File: src/rtl/pac_fetch_pkg.sv
// Shared types for the PC fetch path: FSM states, buffered fetch entry, and
// the word-alignment helper.
package pac_fetch_pkg;

  typedef enum logic [1:0] {
    IDLE  = 2'd0,
    REQ   = 2'd1,
    FAULT = 2'd2
  } fetch_state_t;

  typedef struct packed {
    logic [31:0] pc;
    logic [31:0] instr;
  } fetch_entry_t;

  localparam logic [1:0] WORD_ALIGN_MASK = 2'b11;

  function automatic logic is_aligned(input logic [31:0] addr);
    return (addr[1:0] & WORD_ALIGN_MASK) == 2'b00;
  endfunction

endpackage

File: src/rtl/fetch_fifo.sv
// Small power-of-two FIFO of {pc, instr} pairs; flush empties it at the edge.
module fetch_fifo
  import pac_fetch_pkg::*;
#(
  parameter int DEPTH = 2,
  localparam int AW = $clog2(DEPTH),
  localparam int CW = AW + 1
) (
  input  logic         clk,
  input  logic         rst,
  input  logic         push,
  input  fetch_entry_t wdata,
  input  logic         pop,
  input  logic         flush,
  output fetch_entry_t head,
  output logic [CW-1:0] count,
  output logic         full,
  output logic         empty
);

  fetch_entry_t  mem [DEPTH];
  logic [AW-1:0] wp, rp;
  logic          do_push, do_pop;

  assign empty   = (count == '0);
  assign full    = (count == CW'(DEPTH));
  assign do_pop  = pop && !empty;
  // a pop frees the slot the same cycle, so push-on-full with pop is legal
  assign do_push = push && !flush && (!full || do_pop);
  assign head    = mem[rp];

  always_ff @(posedge clk) begin
    if (rst || flush) begin
      wp    <= '0;
      rp    <= '0;
      count <= '0;
    end else begin
      if (do_push) wp <= wp + 1'b1;
      if (do_pop)  rp <= rp + 1'b1;
      count <= count + CW'(do_push) - CW'(do_pop);
    end
  end

  always_ff @(posedge clk) begin
    if (rst) begin
      for (int i = 0; i < DEPTH; i++) mem[i] <= '0;
    end else if (do_push) begin
      mem[wp] <= wdata;
    end
  end

endmodule

File: src/rtl/pc_fetch_reader.sv
// Samples the PC, fetches the instruction over a req/ack memory port and
// buffers {pc, instr} pairs for decode; supports flush and sticky faults.
module pc_fetch_reader
  import pac_fetch_pkg::*;
#(
  parameter int          DEPTH    = 2,
  parameter int          TIMEOUT  = 15,
  parameter logic [31:0] RESET_PC = 32'd0
) (
  input  logic        clk,
  input  logic        rst,
  input  logic [31:0] inputPC,
  input  logic        pcValid,
  input  logic        flush,
  output logic [31:0] memAddr,
  output logic        memReq,
  input  logic        memAck,
  input  logic [31:0] memData,
  output logic [31:0] instrOut,
  output logic [31:0] instrPC,
  output logic        instrValid,
  input  logic        instrReady,
  output logic        pcTaken,
  output logic        fetchFault,
  output logic [31:0] lastPC
);

  localparam int CW = $clog2(DEPTH) + 1;
  localparam int TW = $clog2(TIMEOUT + 1);

  fetch_state_t  state, state_nxt;
  logic [TW-1:0] tcnt, tcnt_nxt;
  logic          accept, push, fault_set, room;
  logic [CW-1:0] count;
  logic          full, empty;
  fetch_entry_t  head;

  assign memReq = (state == REQ);
  // the in-flight fetch already owns a slot, so it counts against capacity
  assign room   = !full && ((count + CW'(memReq)) < CW'(DEPTH));

  always_comb begin
    state_nxt = state;
    tcnt_nxt  = tcnt;
    accept    = 1'b0;
    push      = 1'b0;
    fault_set = 1'b0;
    unique case (state)
      IDLE: begin
        if (pcValid && !flush) begin
          if (!is_aligned(inputPC)) begin
            state_nxt = FAULT;
            fault_set = 1'b1;
          end else if (room) begin
            state_nxt = REQ;
            accept    = 1'b1;
          end
        end
      end
      REQ: begin
        if (flush) begin
          state_nxt = IDLE;
          tcnt_nxt  = '0;
        end else if (memAck) begin
          push      = 1'b1;
          state_nxt = IDLE;
          tcnt_nxt  = '0;
        end else if (tcnt == TW'(TIMEOUT - 1)) begin
          state_nxt = FAULT;
          fault_set = 1'b1;
          tcnt_nxt  = '0;
        end else begin
          tcnt_nxt = tcnt + 1'b1;
        end
      end
      FAULT: ;
      default: state_nxt = IDLE;
    endcase
  end

  always_ff @(posedge clk) begin
    if (rst) begin
      state      <= IDLE;
      tcnt       <= '0;
      memAddr    <= '0;
      lastPC     <= RESET_PC;
      pcTaken    <= 1'b0;
      fetchFault <= 1'b0;
    end else begin
      state   <= state_nxt;
      tcnt    <= tcnt_nxt;
      pcTaken <= accept;
      if (accept) begin
        memAddr <= inputPC;
        lastPC  <= inputPC;
      end
      if (fault_set) fetchFault <= 1'b1;
    end
  end

  fetch_fifo #(.DEPTH(DEPTH)) u_fifo (
    .clk   (clk),
    .rst   (rst),
    .push  (push),
    .wdata ('{pc: memAddr, instr: memData}),
    .pop   (instrValid && instrReady),
    .flush (flush),
    .head  (head),
    .count (count),
    .full  (full),
    .empty (empty)
  );

  assign instrValid = !empty;
  assign instrOut   = head.instr;
  assign instrPC    = head.pc;

endmodule

File: config.mk
export PLATFORM = sky130hd
export DESIGN_NAME = pc_fetch_reader
export DESIGN_NICKNAME = d
export VERILOG_FILES = /design/src/rtl/pac_fetch_pkg.sv /design/src/rtl/fetch_fifo.sv /design/src/rtl/pc_fetch_reader.sv
export SDC_FILE = /design/constraint.sdc
export NUM_CORES = 1
export LEC_CHECK = 0
export ABC_AREA = 1
export CAP_MARGIN = 25
export CORE_MARGIN = 2
export CORE_UTILIZATION = 35
export DETAILED_ROUTE_END_ITERATION = 10
export HOLD_SLACK_MARGIN = 0.03
export REMOVE_ABC_BUFFERS = 1
export SKIP_LAST_GASP = 1
export SLEW_MARGIN = 25
export SYNTH_ARGS = -nofsm -noshare
export SYNTH_HDL_FRONTEND = slang
export SYNTH_SLANG_ARGS = --single-unit
File: constraint.sdc
create_clock -name clk -period 3.75 [get_ports clk]
set_input_delay 0.5625 -clock clk [delete_from_list [all_inputs] [get_ports clk]]
set_output_delay 0.5625 -clock clk [all_outputs]
set_load 0.005 [all_outputs]
# Word level (Yosys, flattened, before mapping)
# Memory sizes are Yosys's and may differ from the RTL's. A register that Yosys moved wholly into a read port is not among the register bits.
# Cells that the tools add are included.
[word_totals] register_bits=44 ram_bits=128 inputBits=70 output_inout_bits=132 elab_cells=73 mem_count=1
[mem_list] memory="u_fifo.mem" depth=2 width=64 rd=1 rd_ports_with_merged_regs=1 wr=2 line="fetch_fifo.sv:21" text="fetch_entry_t mem [DEPTH];"
[op_classes] n_addsub=6 n_lt_le_gt_ge=1 n_eq_ne=7 muxes=33 n_bitwise=1 reduce_logical=16
[op_table] operator="$mux W64" n=1
[op_table] operator="$reduce_or A64 Y1" n=1
[op_table] operator="$mux W1" n=21
[op_table] operator="$mux W2" n=6
[op_table] operator="$mux W4" n=3
[op_table] operator="$logic_and A1 B1 Y1" n=6
[op_table] operator="$logic_not A2 Y1" n=3
[op_table] operator="$pmux W2 S3" n=1
[op_table] operator="$add A2 B1 Y2" n=2
[op_table] operator="$add A4 B1 Y4 const B" n=1
[op_table] operator="$eq A2 B2 Y1 const B" n=2
[op_table] operator="$eq A4 B4 Y1 const B" n=1
[op_table] operator="$ne A4 B2 Y1 const B" n=1
[op_table] operator="$reduce_and A4 Y1" n=1
[op_table] operator="$logic_not A1 Y1" n=3
[op_table] operator="$ne A3 B3 Y1 const B" n=1
[op_table] operator="$add A1 B1 Y1 const B" n=2
[op_table] operator="$eq A2 B1 Y1 const B" n=1
[op_table] operator="$logic_or A1 B1 Y1" n=2
[op_table] operator="$lt A2 B2 Y1 const B" n=1
[op_table] operator="$ne A2 B2 Y1 const B" n=1
[op_table] operator="$pmux W1 S2" n=1
[op_table] operator="$sub A2 B1 Y2" n=1
[op_table] operator="$not A1 Y1" n=1

# Logic depth before layout (Yosys ltp)
[depth] depth_word=11 depth_mapped=8 depth_no_buf=7

# Cells and area by module
# From an unflattened synthesis, not the netlist that was laid out.
[unflattened] hier_cells=811 hier_area_um2=8463.1
[modules_own_cells] mod="fetch_fifo" n_inst=1 cells_per_inst=454 area_per_inst_um2=6173.4 seq_area_each_um2=3943.8
[modules_own_cells] mod="pc_fetch_reader" n_inst=1 cells_per_inst=357 area_per_inst_um2=2289.7 seq_area_each_um2=800.8

# Least setup slack after synthesis
# Ideal clock, no wire load.
[synth_timing] path_kind="input to register" startpoint="input port rst" endpoint="memory u_fifo.mem[0][0] in the netlist's numbering, enable pin" setup_ns=0.690 arrival_time_ns=2.469 required_ns=3.060 path_slack_ns=0.591 stages=6 n_path_buf=3 path_cell_list="clkbuf_1 -> inv_2 -> nand3b_1 -> buf_4 -> buf_6 -> nand2_1"
[synth_rtl] item="start, declared" line="pc_fetch_reader.sv:11" text="input logic rst,"
[synth_rtl] item="end, declared" line="fetch_fifo.sv:21"

==> flow_metrics.py <==
metrics = {
    "status": {
        "status": "completed",
    },
    "worst_setup_path": {
        "start_kind": "flop",
        "critPathCaptureType": "output port",
        "arrival_ns": 2.38,
        "r2r_setup_slack_ns": 1.63,
        "criticalPathCategory": "reg2out",
        "timing.rr.end": "u_fifo.mem[0][58]",
        "cp_max_fo": 41,
        "r2r_cells": 7,
        "r2r-start": "state[0]",
        "required_ns": 3.19,
    },
    "global_routing": {
        "overflow": 0,
        "grt_max_degree": 65,
        "grt_usage": 0.1576,
        "grt_pass1_wl_um": 28960,
        "antenna_found_initial": 0,
        "grt_pass1_vias": 5437,
    },
    "synthesis": {
        "seq_area_frac_synth": 0.6069,
        "synth_area_leaders": "edfxtp_1 (49%), dfxtp_1 (12%), mux2_2 (9.2%)",
        "yosys.area.top_type": "edfxtp_1",
        "syn_avg_cell_area_um2": 10.68,
        "synth_warnings": 0,
        "yosys.area.top_type_share": 0.4917,
        "ys_ff_latch": 173,
        "syn_area_um2": 7817,
        "synthCells": 732,
        "ys_types": 28,
    },
    "power_and_ir_drop": {
        "p_sw_frac": 0.2107,
        "leakagePower_uw": 0.003972,
        "powerDensity_nw_per_um2": 402.9,
        "comb_power_share": 0.077,
        "clock_power_share": 0.419,
        "ir_drop_mv": 0.2665,
        "internal_power_uw": 3340,
        "finalPower_uw": 4232,
        "switchingPower_uw": 891.8,
        "p_seq_frac": 0.504,
    },
    "route": {
        "first_iter_violations": 287,
        "drt_first_pass_iters": 4,
        "wl_per_cell_um": 15.29,
        "vias": 5352,
        "routed_wl_um": 18160,
        "drc": 0,
        "ant_nets": 0,
        "drt-vias-per-instance": 4.505,
    },
    "final_layout": {
        "fin_util": 0.4798,
        "area_delta_synth_final_pct": 34.36,
        "drive_gt1_frac": 0.1817,
        "layout.nets": 969,
        "insertedDiodeCount": 0,
        "fin_cells": 1188,
    },
    "floorplanning": {
        "dieArea_um2": 23550,
        "core_area_um2": 21890,
        "die_y_um": 153.5,
        "ioPinCount": 202,
        "rows": 54,
        "start_util": 0.3571,
        "dieWidth_um": 153.5,
    },
    "clocking": {
        "clk_latency_ns": 0.42,
        "cts.clk_slew.worst_paths_ns": 0.07,
        "cts_root_buffer": "clkbuf_16",
        "cts_setup_buffers": 0,
        "h-tree-depth": 4,
        "cts_resized": 0,
        "hold_buffers": 0,
        "clock_path_buffers": 2,
        "cts_made_buffers": 17,
        "cts_tree": "done",
        "cts.sinks": 173,
    },
    "timing": {
        "min_period_ns": 2.941,
        "max-slew-margin-rel": 0.4061,
        "post-route-period-util": 0.7841,
        "setup_ws_ns": 0.8095,
        "hold_viol_final": 0,
        "rsz0062_at_grt": "false",
        "finalClockSkew_ns": 0.008940,
        "fin_hold_ws_ns": 0.4574,
        "max_freq_mhz": 340.1,
        "setup_viol": 0,
        "tightest_slew_ns": 0.8887,
        "slew_violations": 0,
    },
    "place": {
        "pre_cts_ws_ns": 0.8807,
        "io_buffer_count": 201,
        "dp.cells": 1156,
        "dpl.hpwl_um": 11510,
        "routabilityCongestion": 0.7628,
    },
    "worst_hold_path": {
        "holdPathStages": 1,
        "min_from": "u_fifo.rp",
        "hp-class": "reg2reg",
    },
    "flow_run": {
        "cap_violations": 0,
    },
}
==> routing by layer <==
layer  vias up  share of wire  routed length [um]  track usage
met5         -              0                   0            0
met4         0          0.012                 217      0.04412
met3        15          0.059                1080      0.04423
met2       161           0.46                8423       0.2574
met1      2510           0.46                8440       0.2061
li1       2666              -                   -            -
==> cell usage after synthesis, drive strengths merged <==
| cell | number |
|---|---|
| a21oi | 9 |
| a31oi | 1 |
| and3 | 1 |
| buf | 58 |
| clkbuf | 10 |
| dfxtp | 45 |
| edfxtp | 128 |
| ha | 4 |
| inv | 110 |
| mux2 | 64 |
| nand2 | 52 |
| nand3 | 7 |
| nand3b | 1 |
| nand4 | 32 |
| nor2 | 202 |
| nor3 | 2 |
| o21ai | 2 |
| or2 | 1 |
| xnor2 | 2 |
| xor2 | 1 |
==> stage by stage <==
step / setup TNS, ns / instance area [um2]
2_1_floorplan: -118.52 / 7380
3_3_place_gp: 0 / 9911
3_5_place_dp: 0 / 9911
4_1_cts: 0 / 10500
5_1_grt: 0 / 10500
6_report: 0 / 10500
==> power groups by stage <==
stage          registers [uW]  clock network (uW)  logic [uW]
2_1_floorplan            2170                   0         113
3_3_place_gp             2170                   0         329
3_5_place_dp             2180                   0         328
4_1_cts                  2130                1820         331
5_1_grt                  2140                1900         356
6_report                 2130                1770         324
==> registers in the layout (all words and copies together) (netlist names), named ones only <==
name	cells
u_fifo.mem	128
lastPC	32
u_fifo.wp	1
state	2
u_fifo.count	2
u_fifo.rp	1
pcTaken	1
tcnt	4
fetchFault	1
==> final cells by class <==
class / count / area, um2
fillers: 2027 / 11390
flip-flops and latches: 173 / 4748
multi-input cells: 381 / 2255
repair buffers: 212 / 2145
clock buffers: 18 / 429.2
inverters: 110 / 412.9
well taps: 280 / 350.3
clock inverters: 14 / 163.9
==> cell families after synthesis <==
| logic type | Yosys count | share of synthesized area |
|---|---|---|
| AO/OA/AOI/OAI | 12 | 0.007843 |
| buffers and inverters | 178 | 0.1088 |
| multiplexers | 64 | 0.09219 |
| AND/OR/NAND/NOR | 298 | 0.1745 |
| XOR/XNOR | 3 | 0.003362 |
| flip-flops | 173 | 0.6069 |
| adder cells (fa/ha/maj) | 4 | 0.006402 |
==> worst max-delay path by stage <==
stage               startpoint           endpoint  depth (start not counted)  slack (ns)
floorplan           instrReady   u_fifo.mem[0][0]                          6       -1.85
global placement           rst  u_fifo.mem[0][54]                          5        0.89
detailed placement         rst  u_fifo.mem[0][54]                          5        0.88
CTS                       flop        instrPC[29]                          3        0.72
global route              flop        instrPC[29]                          3        0.66
finish                    flop        instrPC[29]                          3        0.81
==> critical path, cell delays in order, from the launching register on <==
cell and delay, ns:
dfxtp_4 0.75, buf_4 0.34, mux2_2 0.36, clkdlybuf4s50_1 0.49
==> cell usage in the layout, fill, tap and decap left out, types with 6 or more instances in the layout <==
cell / count
mux2_2: 64
nand4_1: 32
nand2_1: 49
inv_1: 108
a21oi_1: 9
edfxtp_1: 128
nand3_1: 6
nor2_2: 50
dfxtp_1: 44
clkdlybuf4s50_1: 201
buf_4: 7
clkbuf_16: 17
nor2_1: 149
(Power assumes the default switching activity.)
==> RTL edit (same settings) <==
The parameter `TIMEOUT` goes from 15 to 14.
--- a/src/rtl/pc_fetch_reader.sv
+++ b/src/rtl/pc_fetch_reader.sv
@@ -4,7 +4,7 @@
   import pac_fetch_pkg::*;
 #(
   parameter int          DEPTH    = 2,
-  parameter int          TIMEOUT  = 15,
+  parameter int          TIMEOUT  = 14,
   parameter logic [31:0] RESET_PC = 32'd0
 ) (
   input  logic        clk,
Behaviour: no difference found for any inputs over 4 cycles, from zero or initial values and one cycle with rst high; that may be too few to reach the edited logic, so the function may still have changed.
==> RTL edit against the original RTL <==
Final area decreased by 0.12%; register-to-register slack improved by 0.07 ns; sequential share of layout area grew 0.054 points; global-route usage fell by 0.41 points; worst setup slack improved by 0.025 ns; area after synthesis down 0.22%; fmax up 0.85%; routed wire length decreased by 2.4%; sequential cell count stayed put; final cell count about the same; highest routed layer is now met5; critical path depth fell by 1; power increased by 0.55%; combinational power barely moved; count of clock-buffer cells in the layout down 1.
==> RTL edit: results (changes against the original RTL) <==
layout cells sized above 1 17.5% (was 18.2%); IR drop worst, VDD 295 uV (was 266 uV); initial antenna violation count 1 (was 0); drt initial violations 275 (was 287); Worst path max stage delay 0.93 ns (was 0.75 ns); worst slew pin tran 0.967 ns (was 0.889 ns); Layout Nets 970 (was 969); DR vias 5,393 (was 5,352); vias in the first global route 5,384 (was 5,437); Static Leakage 0.00398 uW (was 0.00397 uW); Synth cell types 27 (was 28); Int Pwr 3300 uW (was 3340 uW); Adder-Cell Fraction of Synth Area 0.642% (was 0.640%); top post-synthesis cells by count 158 x nor2_1, 128 x edfxtp_1, 110 x inv_1, 64 x mux2_2, 50 x nand2_1 (was 151 x nor2_1, 128 x edfxtp_1, 108 x inv_1, 64 x mux2_2, 51 x nand2_1); gr usage total 15.4% (was 15.8%); maximum fanout along the worst path 64 (was 41); largest cells by area after synthesis edfxtp_1 49%, dfxtp_1 12%, mux2_2 9.2%, nor2_1 7.6%, inv_1 5.3% (was edfxtp_1 49%, dfxtp_1 12%, mux2_2 9.2%, nor2_1 7.3%, inv_1 5.2%); first-pass GRT wire length 28.0 mm (was 29.0 mm); register area share after synthesis 60.8% (was 60.7%); asr flop ratio synth 0% (unchanged); Synth top area share 49.3% (was 49.2%); wire length after detailed routing 17.7 mm (was 18.2 mm); Synth Area in Compound Gates 0.914% (was 0.784%); Final GP Congestion 0.764 (was 0.763); WP data arrival 2.35 ns (was 2.38 ns); multiplexer area fraction after synthesis 9.24% (was 9.22%); xor/xnor share of the synthesized area 0.337% (was 0.336%); status complete, no violations (unchanged); CP top delay family flip-flops (was buffers and inverters); clk_skew 0.0130 ns (was 0.00894 ns); Register-to-Register Setup Slack 1.70 ns (was 1.63 ns)
[RTL edit: stage by stage]
| step | hold WS [ns] | instances | setup WS, ns | cell area, um^2 | TNS, ns |
|---|---|---|---|---|---|
| floorplan | 0.425 | 665 | -1.50 | 7360 | -96.19 |
| global placement | 0.426 | 1157 | 1.09 | 9880 | 0 |
| detailed placement | 0.443 | 1157 | 1.07 | 9880 | 0 |
| CTS | 0.466 | 1189 | 0.799 | 10500 | 0 |
| global route | 0.495 | 1189 | 0.737 | 10500 | 0 |
| finish | 0.481 | 1189 | 0.834 | 10500 | 0 |
[RTL edit: worst paths after layout]
| check | endpoint | cells after the start | from |
|---|---|---|---|
| worst min register to register | u_fifo.rp | 1 | u_fifo.rp |
| worst max-delay path | instrPC[13] | 2 | flop |
| worst min-delay path | u_fifo.rp | 1 | u_fifo.rp |
| worst max register to register | u_fifo.mem[0][8] | 7 | state[0] |
[RTL edit: layout make-up]
cell class	count	area [um^2]
sequential	173	4750
multi-input combinational	380	2230
clock buffer	17	425
fill	2031	11300
clock inverter	15	181
inverter	112	420
tap	280	350
timing repair buffer	212	2130
[RTL edit: logic make-up (layout without fill, tap and decap cells)]
family | after synthesis | after routing
compound gates | 14 | 14
flops | 173 | 173
simple gates | 295 | 295
buf+inv | 180 | 356
xor+xnor | 3 | 3
mux | 64 | 64
fa+ha+maj | 4 | 4
[RTL edit: power by group through the flow]
stage          logic [uW]  clock network [uW]  registers, uW
2_1_floorplan         112                   0           2180
3_3_place_gp          327                   0           2170
3_5_place_dp          326                   0           2180
4_1_cts               329                1840           2130
5_1_grt               355                1900           2140
6_report              323                1800           2130
[RTL edit: routing by layer]
layer  share of wire (%)  GRT usage, %  vias to the layer above
met5               0.073             0                        -
met4                 1.2          4.76                        2
met3                 6.3          4.34                       20
met2                  49          25.9                      144
met1                  44          19.1                     2567
li1                    -             -                     2660
